### config.mk
export PLATFORM = sky130hd
export DESIGN_NAME = rf_writeback
export DESIGN_NICKNAME = d
export VERILOG_FILES = /design/src/rtl/rf_writeback_pkg.sv /design/src/rtl/wb_fwd_lookup.sv /design/src/rtl/rf_writeback.sv
export SDC_FILE = /design/constraint.sdc
export NUM_CORES = 1
export LEC_CHECK = 0
export CORE_MARGIN = 2
export CORE_UTILIZATION = 51
export CTS_CLUSTER_SIZE = 8
export DETAILED_ROUTE_END_ITERATION = 6
export PLACE_DENSITY_LB_ADDON = 0.08
export SETUP_SLACK_MARGIN = 0.02
export SLEW_MARGIN = 15
export SYNTH_ARGS = -nofsm -noshare
export SYNTH_HDL_FRONTEND = slang
export SYNTH_SLANG_ARGS = --single-unit
### constraint.sdc
create_clock -name i_clk -period 6.5 [get_ports i_clk]
set_input_delay 1.3 -clock i_clk [delete_from_list [all_inputs] [get_ports i_clk]]
set_output_delay 1.3 -clock i_clk [all_outputs]
set_load 0.005 [all_outputs]
### src/rtl/rf_writeback_pkg.sv
// Shared core package for the register-file writeback path.
//   REG_ADDR_W  : architectural register address width (x0..x31)
//   WB_XLEN_MAX : widest data path a writeback queue may be built for
//   wb_entry_t  : one pending writeback {rd_addr, data}. The data field is
//                 sized for WB_XLEN_MAX so that a single typedef serves
//                 every XLEN. Users read only data[XLEN-1:0], and bits above
//                 XLEN are written as zero.
package rf_writeback_pkg;

  localparam int REG_ADDR_W  = 5;
  localparam int WB_XLEN_MAX = 64;

  typedef struct packed {
    logic [REG_ADDR_W-1:0]  rd_addr;
    logic [WB_XLEN_MAX-1:0] data;
  } wb_entry_t;

endpackage

### src/rtl/wb_fwd_lookup.sv
// Forwarding lookup over the pending writeback queue.
//   rs_addr : decode read address; x0 never hits
//   entries : queue storage, indexed by slot
//   valid   : per-slot occupancy
//   head    : oldest slot; age grows from head towards tail
//   hit/fwd : 1 and the youngest matching data, else 0 and 0
module wb_fwd_lookup
  import rf_writeback_pkg::*;
#(
  parameter int DEPTH = 4,
  parameter int XLEN  = 32
) (
  input  logic [REG_ADDR_W-1:0]    rs_addr,
  input  wb_entry_t                entries [DEPTH],
  input  logic [DEPTH-1:0]         valid,
  input  logic [$clog2(DEPTH)-1:0] head,
  output logic                     hit,
  output logic [XLEN-1:0]          fwd
);

  localparam int PTR_W = $clog2(DEPTH);

  logic [PTR_W-1:0] idx;

  // The walk goes from oldest to youngest, so the last match found is the
  // youngest one. The head slot is still valid while it is being written,
  // so a read in the same cycle still sees it.
  always_comb begin
    hit = 1'b0;
    fwd = '0;
    idx = head;
    for (int k = 0; k < DEPTH; k++) begin
      idx = head + PTR_W'(k);
      if ((rs_addr != '0) && valid[idx] && (entries[idx].rd_addr == rs_addr)) begin
        hit = 1'b1;
        fwd = entries[idx].data[XLEN-1:0];
      end
    end
  end

endmodule

### src/rtl/rf_writeback.sv
// In-order writeback queue between the ALU/LSU result buses and the
// register-file write port, with operand forwarding of pending results.
//   i_clk, i_rst             : clock, synchronous active-high reset
//   i_alu_* / o_alu_rdy      : ALU result offer (has priority)
//   i_lsu_* / o_lsu_rdy      : load result offer
//   i_wb_stall               : write port unavailable this cycle
//   o_rd_wren/addr/data      : register-file write port (queue head)
//   i_rsN_addr/o_rsN_hit/fwd : forwarding lookups for decode
//   o_count/o_full/o_empty   : occupancy, from registered state only
//
// Handshake: an offer transfers on a rising edge where vld && rdy. Each
// rdy output is a function of the current state and the current inputs,
// and it never depends on the offered data. An accepted offer to x0 is
// consumed, and nothing is enqueued for it.
module rf_writeback
  import rf_writeback_pkg::*;
#(
  parameter int DEPTH = 4,
  parameter int XLEN  = 32
) (
  input  logic                     i_clk,
  input  logic                     i_rst,
  input  logic                     i_alu_vld,
  input  logic [4:0]               i_alu_rd_addr,
  input  logic [XLEN-1:0]          i_alu_data,
  output logic                     o_alu_rdy,
  input  logic                     i_lsu_vld,
  input  logic [4:0]               i_lsu_rd_addr,
  input  logic [XLEN-1:0]          i_lsu_data,
  output logic                     o_lsu_rdy,
  input  logic                     i_wb_stall,
  output logic                     o_rd_wren,
  output logic [4:0]               o_rd_addr,
  output logic [XLEN-1:0]          o_rd_data,
  input  logic [4:0]               i_rs1_addr,
  input  logic [4:0]               i_rs2_addr,
  output logic                     o_rs1_hit,
  output logic [XLEN-1:0]          o_rs1_fwd,
  output logic                     o_rs2_hit,
  output logic [XLEN-1:0]          o_rs2_fwd,
  output logic [$clog2(DEPTH):0]   o_count,
  output logic                     o_full,
  output logic                     o_empty
);

  localparam int PTR_W = $clog2(DEPTH);
  localparam int CNT_W = PTR_W + 1;

  wb_entry_t        mem [DEPTH];
  logic [DEPTH-1:0] valid_q;
  logic [PTR_W-1:0] head_q;
  logic [PTR_W-1:0] tail_q;
  logic [CNT_W-1:0] count_q;

  logic      pop;
  logic      space;
  logic      accept;
  logic      push;
  wb_entry_t push_entry;

  assign o_count = count_q;
  assign o_full  = (count_q == CNT_W'(DEPTH));
  assign o_empty = (count_q == '0);

  // Writes are suppressed in a reset cycle so that no pending data escapes.
  assign pop       = !o_empty && !i_wb_stall && !i_rst;
  assign o_rd_wren = pop;

  // A full queue can still take an entry in the cycle where its head retires.
  assign space     = !o_full || pop;
  assign o_alu_rdy = space;
  assign o_lsu_rdy = space && !i_alu_vld;

  always_comb begin
    push_entry = '0;
    if (i_alu_vld) begin
      push_entry.rd_addr          = i_alu_rd_addr;
      push_entry.data[XLEN-1:0]   = i_alu_data;
    end else begin
      push_entry.rd_addr          = i_lsu_rd_addr;
      push_entry.data[XLEN-1:0]   = i_lsu_data;
    end
  end

  assign accept = (i_alu_vld || i_lsu_vld) && space;
  assign push   = accept && (push_entry.rd_addr != '0) && !i_rst;

  assign o_rd_addr = o_empty ? '0 : mem[head_q].rd_addr;
  assign o_rd_data = o_empty ? '0 : mem[head_q].data[XLEN-1:0];

  always_ff @(posedge i_clk) begin
    if (i_rst) begin
      head_q  <= '0;
      tail_q  <= '0;
      count_q <= '0;
      valid_q <= '0;
    end else begin
      // The clear comes first, so that when the queue is full and does a
      // push and a pop together (tail == head) the push's set takes effect.
      if (pop) begin
        valid_q[head_q] <= 1'b0;
        head_q          <= head_q + 1'b1;
      end
      if (push) begin
        valid_q[tail_q] <= 1'b1;
        tail_q          <= tail_q + 1'b1;
      end
      count_q <= count_q + CNT_W'(push) - CNT_W'(pop);
    end
  end

  // Storage needs no reset because occupancy is tracked by valid_q and count_q.
  always_ff @(posedge i_clk) begin
    if (push) begin
      mem[tail_q] <= push_entry;
    end
  end

  // The lookups read registered state only, so the entry being pushed in
  // this cycle is not visible until the next cycle.
  wb_fwd_lookup #(.DEPTH(DEPTH), .XLEN(XLEN)) u_fwd_rs1 (
    .rs_addr (i_rs1_addr),
    .entries (mem),
    .valid   (valid_q),
    .head    (head_q),
    .hit     (o_rs1_hit),
    .fwd     (o_rs1_fwd)
  );

  wb_fwd_lookup #(.DEPTH(DEPTH), .XLEN(XLEN)) u_fwd_rs2 (
    .rs_addr (i_rs2_addr),
    .entries (mem),
    .valid   (valid_q),
    .head    (head_q),
    .hit     (o_rs2_hit),
    .fwd     (o_rs2_fwd)
  );

endmodule

* Yosys cells after proc, flatten, opt, wreduce, memory -nomap -nowiden
Index checks and enable logic that the tools add are counted.
Word-level totals: logic and storage cells 134, memory bits (read-only) 0, memories 0, input port bits 89, bits in latches 0, bits in writable memories 0, flip-flop bits (word level) 287, output and inout port bits 111
Operators by class: multipliers 0, div/mod/pow operators 0, bitwise gates (word level) 8, mux-type cells 50, shift operators 0, equal/unequal tests 9, reductions and logical operators 36, add/subtract/negate cells 6, magnitude comparators 13
Operators with widths (count):
- 2-to-1 mux 69 bit | 9
- binary-select mux 69 bit (select 2 bit) | 4
- 2-to-1 mux 32 bit | 10
- bitwise mux 276 bit | 1
- demux 69 bit (select 2 bit) | 1
- == test 5 bit | 8
- logical AND 1 bit | 25
- greater-or-equal comparator 3 bit, second input constant | 5
- < comparator 2 x 3 -> 1 bit, second input constant | 5
- inverter 2 -> 3 bit | 5
- nonzero test 5 bit | 3
- 2-to-1 mux 1 bit | 14
- 2-to-1 mux 4 bit | 3
- 2-to-1 mux 5 bit | 2
- binary-select mux 1 bit (select 2 bit) | 4
- logical NOT 1 bit | 5
- adder 2 x 1 -> 2 bit, second input constant | 2
- adder 2 bit, second input constant | 2
- AND 4 bit | 1
- demux 1 bit (select 2 bit) | 2
- greater-or-equal comparator 2 x 1 -> 1 bit, second input constant | 2
- inverter 4 bit | 1
- OR 4 bit | 1
- adder 3 x 1 -> 3 bit | 1
- other kinds (5) | 6

* Depth between registers and ports, before layout
depth in word-level cells 10, depth in mapped cells 21, depth with buffers taken out 12

* Modules after synthesis
Synthesis repeated with hierarchy kept, for this count alone.
Second synthesis, totals: cell total of the unflattened synthesis 1457, area, all modules 15290.9 um2
Modules (own cells, without submodules):
- wb_fwd_lookup | area each 4307.9 um2, instances 2, seq. area each 0.0 um2, cells each 554
- rf_writeback | area each 6675.2 um2, instances 1, seq. area each 4664.5 um2, cells each 349

* Worst setup path before layout
No wires, ideal clock.
kind reg-to-output, from register head_q[1], to output o_rs2_fwd[16], path slack 1051 ps, path buffers 9, data arrival time 4149 ps, required time 5200 ps, cell stages (with the launch flop) 19, cells stage by stage dfxtp_1 > clkbuf_1 > buf_2 > clkinv_1 > buf_2 > buf_2 > clkbuf_1 > clkbuf_1 > ha_1 > clkbuf_1 > mux4_2 > xor2_1 > nor4_4 > o21ai_2 > a21oi_2 > buf_6 > buf_6 > nand2_2 > a31oi_2
On the way: word-level cells in the longest chain between the ends 10, elaborated cells on any way between the ends 43, those cells by class add/sub: 3; eq/ne: 4; mux: 24; bitwise: 4; reduce/logical: 8
RTL lines:
- start: declaration | line rf_writeback.sv:51 | logic [PTR_W-1:0] head_q;
- start signal: assignment | line rf_writeback.sv:102 | head_q <= head_q + 1'b1;
- adder 2 x 1 -> 2 bit / inverter 2 -> 3 bit (equally long branches) | line wb_fwd_lookup.sv:33, wb_fwd_lookup.sv:34, wb_fwd_lookup.sv:36
- inverter 2 -> 3 bit (implied by the code) / binary-select mux 69 bit (select 2 bit) (equally long branches) | line wb_fwd_lookup.sv:34, wb_fwd_lookup.sv:36
- binary-select mux 69 bit (select 2 bit) / 2-to-1 mux 69 bit (equally long branches) | line wb_fwd_lookup.sv:34, wb_fwd_lookup.sv:36
- 2-to-1 mux 69 bit (implied by the code) | line wb_fwd_lookup.sv:34 | if ((rs_addr != '0) && valid[idx] && (entries[idx].rd_addr == rs_addr)) begin
- 2-to-1 mux 69 bit (implied by the code) / == test 5 bit (equally long branches) | line wb_fwd_lookup.sv:34
- == test 5 bit / logical AND 1 bit (equally long branches) | line wb_fwd_lookup.sv:34
- logical AND 1 bit / 2-to-1 mux 32 bit (equally long branches) | line wb_fwd_lookup.sv:34
- 2-to-1 mux 32 bit (2 in series) | line wb_fwd_lookup.sv:34
- 2-to-1 mux 32 bit (*) | line wb_fwd_lookup.sv:34
- end: declaration | line rf_writeback.sv:40 | output logic [XLEN-1:0] o_rs2_fwd,
Every way passes the cells marked *; elsewhere a longest branch is shown, timed or not. The select of a mux whose other input is x is not followed.

* Worst setup path after layout
from input i_rs1_addr[3], to output o_rs1_fwd[2]
On the way: word-level cells in the longest chain between the ends 7, elaborated cells on any way between the ends 17, those cells by class eq/ne: 4; mux: 4; reduce/logical: 9
RTL lines:
- start: declaration | line rf_writeback.sv:35 | input logic [4:0] i_rs1_addr,
- nonzero test 5 bit | line wb_fwd_lookup.sv:34
- logical AND 1 bit (2 in series) | line wb_fwd_lookup.sv:34
- 2-to-1 mux 32 bit (3 in series) | line wb_fwd_lookup.sv:34
- 2-to-1 mux 32 bit (*) | line wb_fwd_lookup.sv:34
- end: declaration | line rf_writeback.sv:38 | output logic [XLEN-1:0] o_rs1_fwd,
Every way passes the cells marked *; elsewhere a longest branch is shown, timed or not.

==> results by group <==
Route
  – Total Wirelength: 34.7 mm
  – Detailed-routing iteration count for the pre-antenna-repair pass: 5
  – Detailed router's first-iteration violation count: 872
  – Routed via count divided by cell count: 5.92
  – Drt drc: 0
  – Post-detailed-route wirelength per cell: between 20 and 25 um
  – Overall via count from detail_route: between 10k and 15k
  – Number of nets with antenna violations after detailed routing: 0

STA
  – Endpoints failing hold: 0
  – Share of the clock period used by the worst path after layout: 95.1%
  – Relative max-transition margin: 31.7%
  – Fmax: 162 MHz
  – Transition time at the pin with the least slew margin: between 1000 and 1500 ps
  – Max-slew violation count: 0
  – Total Neg Setup Slack: 0 ps
  – Number of setup violations in the final report: 0
  – RSZ-0062 raised after global routing: no
  – Final critical-path required period: 6180 ps
  – Worst Skew: 7.66 ps
  – Post-route worst hold slack: 565 ps

Logic synthesis
  – Top post-synthesis cells by area: sky130_fd_sc_hd__edfxtp_1 (36%), sky130_fd_sc_hd__mux2_2 (15%), sky130_fd_sc_hd__mux2i_1 (9.4%)
  – Register bit count reported by yosys: 159
  – Post-synthesis instance total: 1,217
  – Share of flip-flops with an asynchronous set or reset after synthesis: 0%
  – Fraction of post-synthesis cell area in the top cell type by area: 36.1%
  – Synthesized area per cell: between 10 and 15 um^2
  – Total of warnings raised by yosys: 0
  – Predominant post-synthesis flop cell: sky130_fd_sc_hd__edfxtp_1
  – Count of flip-flops with a built-in enable after synthesis: 148
  – Nets in the synthesized netlist: 1,317
  – Top cell type by total area after synthesis: sky130_fd_sc_hd__edfxtp_1
  – Distinct cells, synth: 60
  – Post-synthesis sequential area ratio: between 30% and 40%
  – Area of the mapped netlist: 12,300 um^2

CTS
  – Source-to-sink clock delay at the later pin of the worst-skew pair: 430 ps
  – Postcts setup bufs: 0
  – CTS buffer count: 17
  – CTS Sinks: 159
  – Clock Root Buffer: sky130_fd_sc_hd__clkbuf_16
  – Buffers from clock root to sink, at most: 2
  – Total number of H-tree levels: 4
  – PostCTS Resize Cnt: 0
  – Clock edge transition at the registers on the reported setup and hold paths: 60 ps
  – Post-cts hold buffer count: 0
  – CTS tree: done

Placed design
  – Last weighted congestion value of the routability-driven placer: 0.914
  – Count of buffers from port buffering: roughly 200
  – HPWL after detailed placement: about 23 mm

Setup path
  – Count of cells along the worst register-to-register path: 12
  – Max Fanout on Critical Path: 29
  – Signal arrival time at the worst endpoint: 4880 ps
  – Capturing point of the worst reg2reg path: o_count[2]
  – WS Path Type: input pin to output port
  – Setup slack on the worst flop-to-flop path: 3590 ps
  – Required time worst endpoint: between 5000 and 6000 ps
  – Origin of the critical flop-to-flop path: o_count[2]
  – Crit end category: output port
  – Category of the worst setup path launch point: input pin

Floorplanning
  – Count of standard-cell rows: 56
  – Core Footprint: approximately 24,000 um^2
  – Area of the die: 25,400 um^2
  – Horiz. Die Dim: 159 um
  – Count of pins on the block boundary: 200
  – Die span in y: 159 um
  – Initial Utilization: 52.2%

Hold path
  – Min-Delay Endpoint: valid_q[2]
  – Startpoint of the worst hold path: valid_q[2]
  – Worst Hold Depth: 2
  – Class of the most critical hold timing path: flop to flop

Global route
  – First-pass GRT wire length: roughly 54 mm
  – Largest net degree at the start of global routing: 69
  – Leftover overflow at the end of global routing: 0
  – Vias in the first global route: approximately 9.8k
  – Number of antenna violations at the first check in global routing: 0
  – All-Layer GR Usage: 26.9%

Job
  – Max-cap viol count: 0

Pwr
  – Max rail drop VDD: 0.000208 V
  – Total power density per cell area: 327 nW/um^2
  – Lkg Pwr: 5.22 nW

Cells and area
  – Area growth from synthesis to final layout: 21.8%
  – Ratio of cells with drive above 1 in the final layout: a little over a fifth
  – Total inserted antenna cells: 0
  – Area of the multi-input gates: 7070 um^2
  – Layout net count: 1,460
  – Combined flip-flop and latch cell area: 4670 um^2
  – Fillers: approximately 2.0k

Status
  – Run status: complete, no violations
==> cells by family after synthesis <==
family	share of synthesized area (%)
AOI/OAI and AO/OA	10.4
xor gates and xnor gates	3.63
adders and majority gates	1.18
buffers and inverters	5.09
DFF	37.9
muxes	27.2
and+or+nand+nor	14.6
==> where the power goes <==
part,switching (mW),internal [mW],total (mW),leakage [nW]
Combinational,1.45,1.16,2.60,3.51
Sequential,0.0760,1.24,1.32,1.44
Clock,0.411,0.566,0.976,0.264
==> critical path, stage by stage <==
cell and delay, ps:
sky130_fd_sc_hd__clkdlybuf4s50_1 610, sky130_fd_sc_hd__or4_1 620, sky130_fd_sc_hd__nor2_1 270, sky130_fd_sc_hd__nor2_1 70, sky130_fd_sc_hd__a32oi_1 240, sky130_fd_sc_hd__nor4b_2 80, sky130_fd_sc_hd__or2_2 660, sky130_fd_sc_hd__o221ai_1 430
sky130_fd_sc_hd__clkdlybuf4s50_1 580
==> placed cells by master (no fill, tap or decap), types with 6 or more instances in the layout <==
cell type,count
sky130_fd_sc_hd__xnor2_1,32
sky130_fd_sc_hd__a31oi_2,6
sky130_fd_sc_hd__nand2_1,120
sky130_fd_sc_hd__nand2_2,6
sky130_fd_sc_hd__dfxtp_1,9
sky130_fd_sc_hd__xor2_1,19
sky130_fd_sc_hd__edfxtp_1,148
sky130_fd_sc_hd__inv_1,13
sky130_fd_sc_hd__clkdlybuf4s50_1,198
sky130_fd_sc_hd__a21oi_1,59
sky130_fd_sc_hd__nor2_1,198
sky130_fd_sc_hd__o221ai_2,10
sky130_fd_sc_hd__o21ai_0,42
sky130_fd_sc_hd__nor3_1,10
sky130_fd_sc_hd__mux4_2,16
sky130_fd_sc_hd__mux2_2,159
sky130_fd_sc_hd__o221ai_1,19
sky130_fd_sc_hd__buf_4,25
sky130_fd_sc_hd__ha_1,9
sky130_fd_sc_hd__mux2i_1,115
sky130_fd_sc_hd__nor2b_1,9
sky130_fd_sc_hd__a22oi_1,20
sky130_fd_sc_hd__clkbuf_16,17
sky130_fd_sc_hd__or2_0,26
==> metal layers <==
layer / GRT usage [%] / wire, um
met1: 35.5 / 14700
met2: 45.5 / 16700
met3: 4.77 / 2560
met4: 7.44 / 644
met5: 0 / 0
==> state kept, by name, summed over array words and instances (netlist names) <==
signal and cells:
tail_q 2, valid_q 4, head_q 2, mem 148
o_count 3
==> Yosys cell counts, types with 2 or more instances <==
library cell	instances
sky130_fd_sc_hd__a211oi_1	3
sky130_fd_sc_hd__a21oi_1	59
sky130_fd_sc_hd__a21oi_2	5
sky130_fd_sc_hd__a22oi_1	20
sky130_fd_sc_hd__a22oi_2	4
sky130_fd_sc_hd__a31oi_2	6
sky130_fd_sc_hd__a32oi_1	2
sky130_fd_sc_hd__and2_1	5
sky130_fd_sc_hd__buf_1	10
sky130_fd_sc_hd__buf_2	22
sky130_fd_sc_hd__buf_4	10
sky130_fd_sc_hd__buf_6	14
sky130_fd_sc_hd__clkbuf_1	45
sky130_fd_sc_hd__dfxtp_1	11
sky130_fd_sc_hd__edfxtp_1	148
sky130_fd_sc_hd__ha_1	10
sky130_fd_sc_hd__inv_1	14
sky130_fd_sc_hd__mux2_2	159
sky130_fd_sc_hd__mux2i_1	115
sky130_fd_sc_hd__mux4_2	16
sky130_fd_sc_hd__nand2_1	120
sky130_fd_sc_hd__nand2_2	6
sky130_fd_sc_hd__nand2b_1	2
sky130_fd_sc_hd__nand3_1	5
sky130_fd_sc_hd__nand3b_1	2
sky130_fd_sc_hd__nor2_1	198
sky130_fd_sc_hd__nor2b_1	9
sky130_fd_sc_hd__nor3_1	11
sky130_fd_sc_hd__nor3b_1	2
sky130_fd_sc_hd__nor3b_2	2
sky130_fd_sc_hd__nor4_1	4
sky130_fd_sc_hd__nor4b_1	2
sky130_fd_sc_hd__o21ai_0	42
sky130_fd_sc_hd__o221ai_1	19
sky130_fd_sc_hd__o221ai_2	10
sky130_fd_sc_hd__o22ai_2	2
sky130_fd_sc_hd__or2_0	26
sky130_fd_sc_hd__or2_2	3
sky130_fd_sc_hd__or4_1	4
sky130_fd_sc_hd__xnor2_1	32
sky130_fd_sc_hd__xor2_1	19
==> how the worst max path moves through the flow <==
| stage | endpoint | depth (start not counted) | slack, ps | from |
|---|---|---|---|---|
| 2_1_floorplan | o_rs2_fwd[16] | 18 | 1050 | head_q[1] |
| 3_3_place_gp | o_rs1_fwd[2] | 9 | 340 | i_rs1_addr[3] |
| 3_5_place_dp | o_rs1_fwd[2] | 9 | 380 | i_rs1_addr[3] |
| 4_1_cts | o_rs1_fwd[17] | 9 | 360 | i_rs1_addr[3] |
| 5_1_grt | o_rs1_fwd[2] | 9 | 190 | i_rs1_addr[3] |
| 6_report | o_rs1_fwd[2] | 9 | 320 | i_rs1_addr[3] |
==> per-stage QoR <==
stage | cell area, um^2 | std cells | setup WS [ps] | utilization [%] | power [mW]
CTS | 15000 | 1691 | 357 | 63.6 | 4.91
detailed placement | 14400 | 1660 | 375 | 61.2 | 3.92
global placement | 14400 | 1660 | 337 | 61.2 | 3.89
global route | 15000 | 1691 | 194 | 63.6 | 5.19
floorplan | 12300 | 1217 | 1050 | - | 3.07
finish | 15000 | 1691 | 317 | 63.6 | 4.90
==> area by class of cell <==
cell class / count / area share (%)
clock inverter: 12 / 0.919
multi-input combinational: 941 / 47.2
tap: 319 / 2.66
sequential: 159 / 31.2
clock buffer: 19 / 2.89
inverter: 15 / 0.384
timing repair buffer: 226 / 14.8
(Power assumes the default switching activity.)
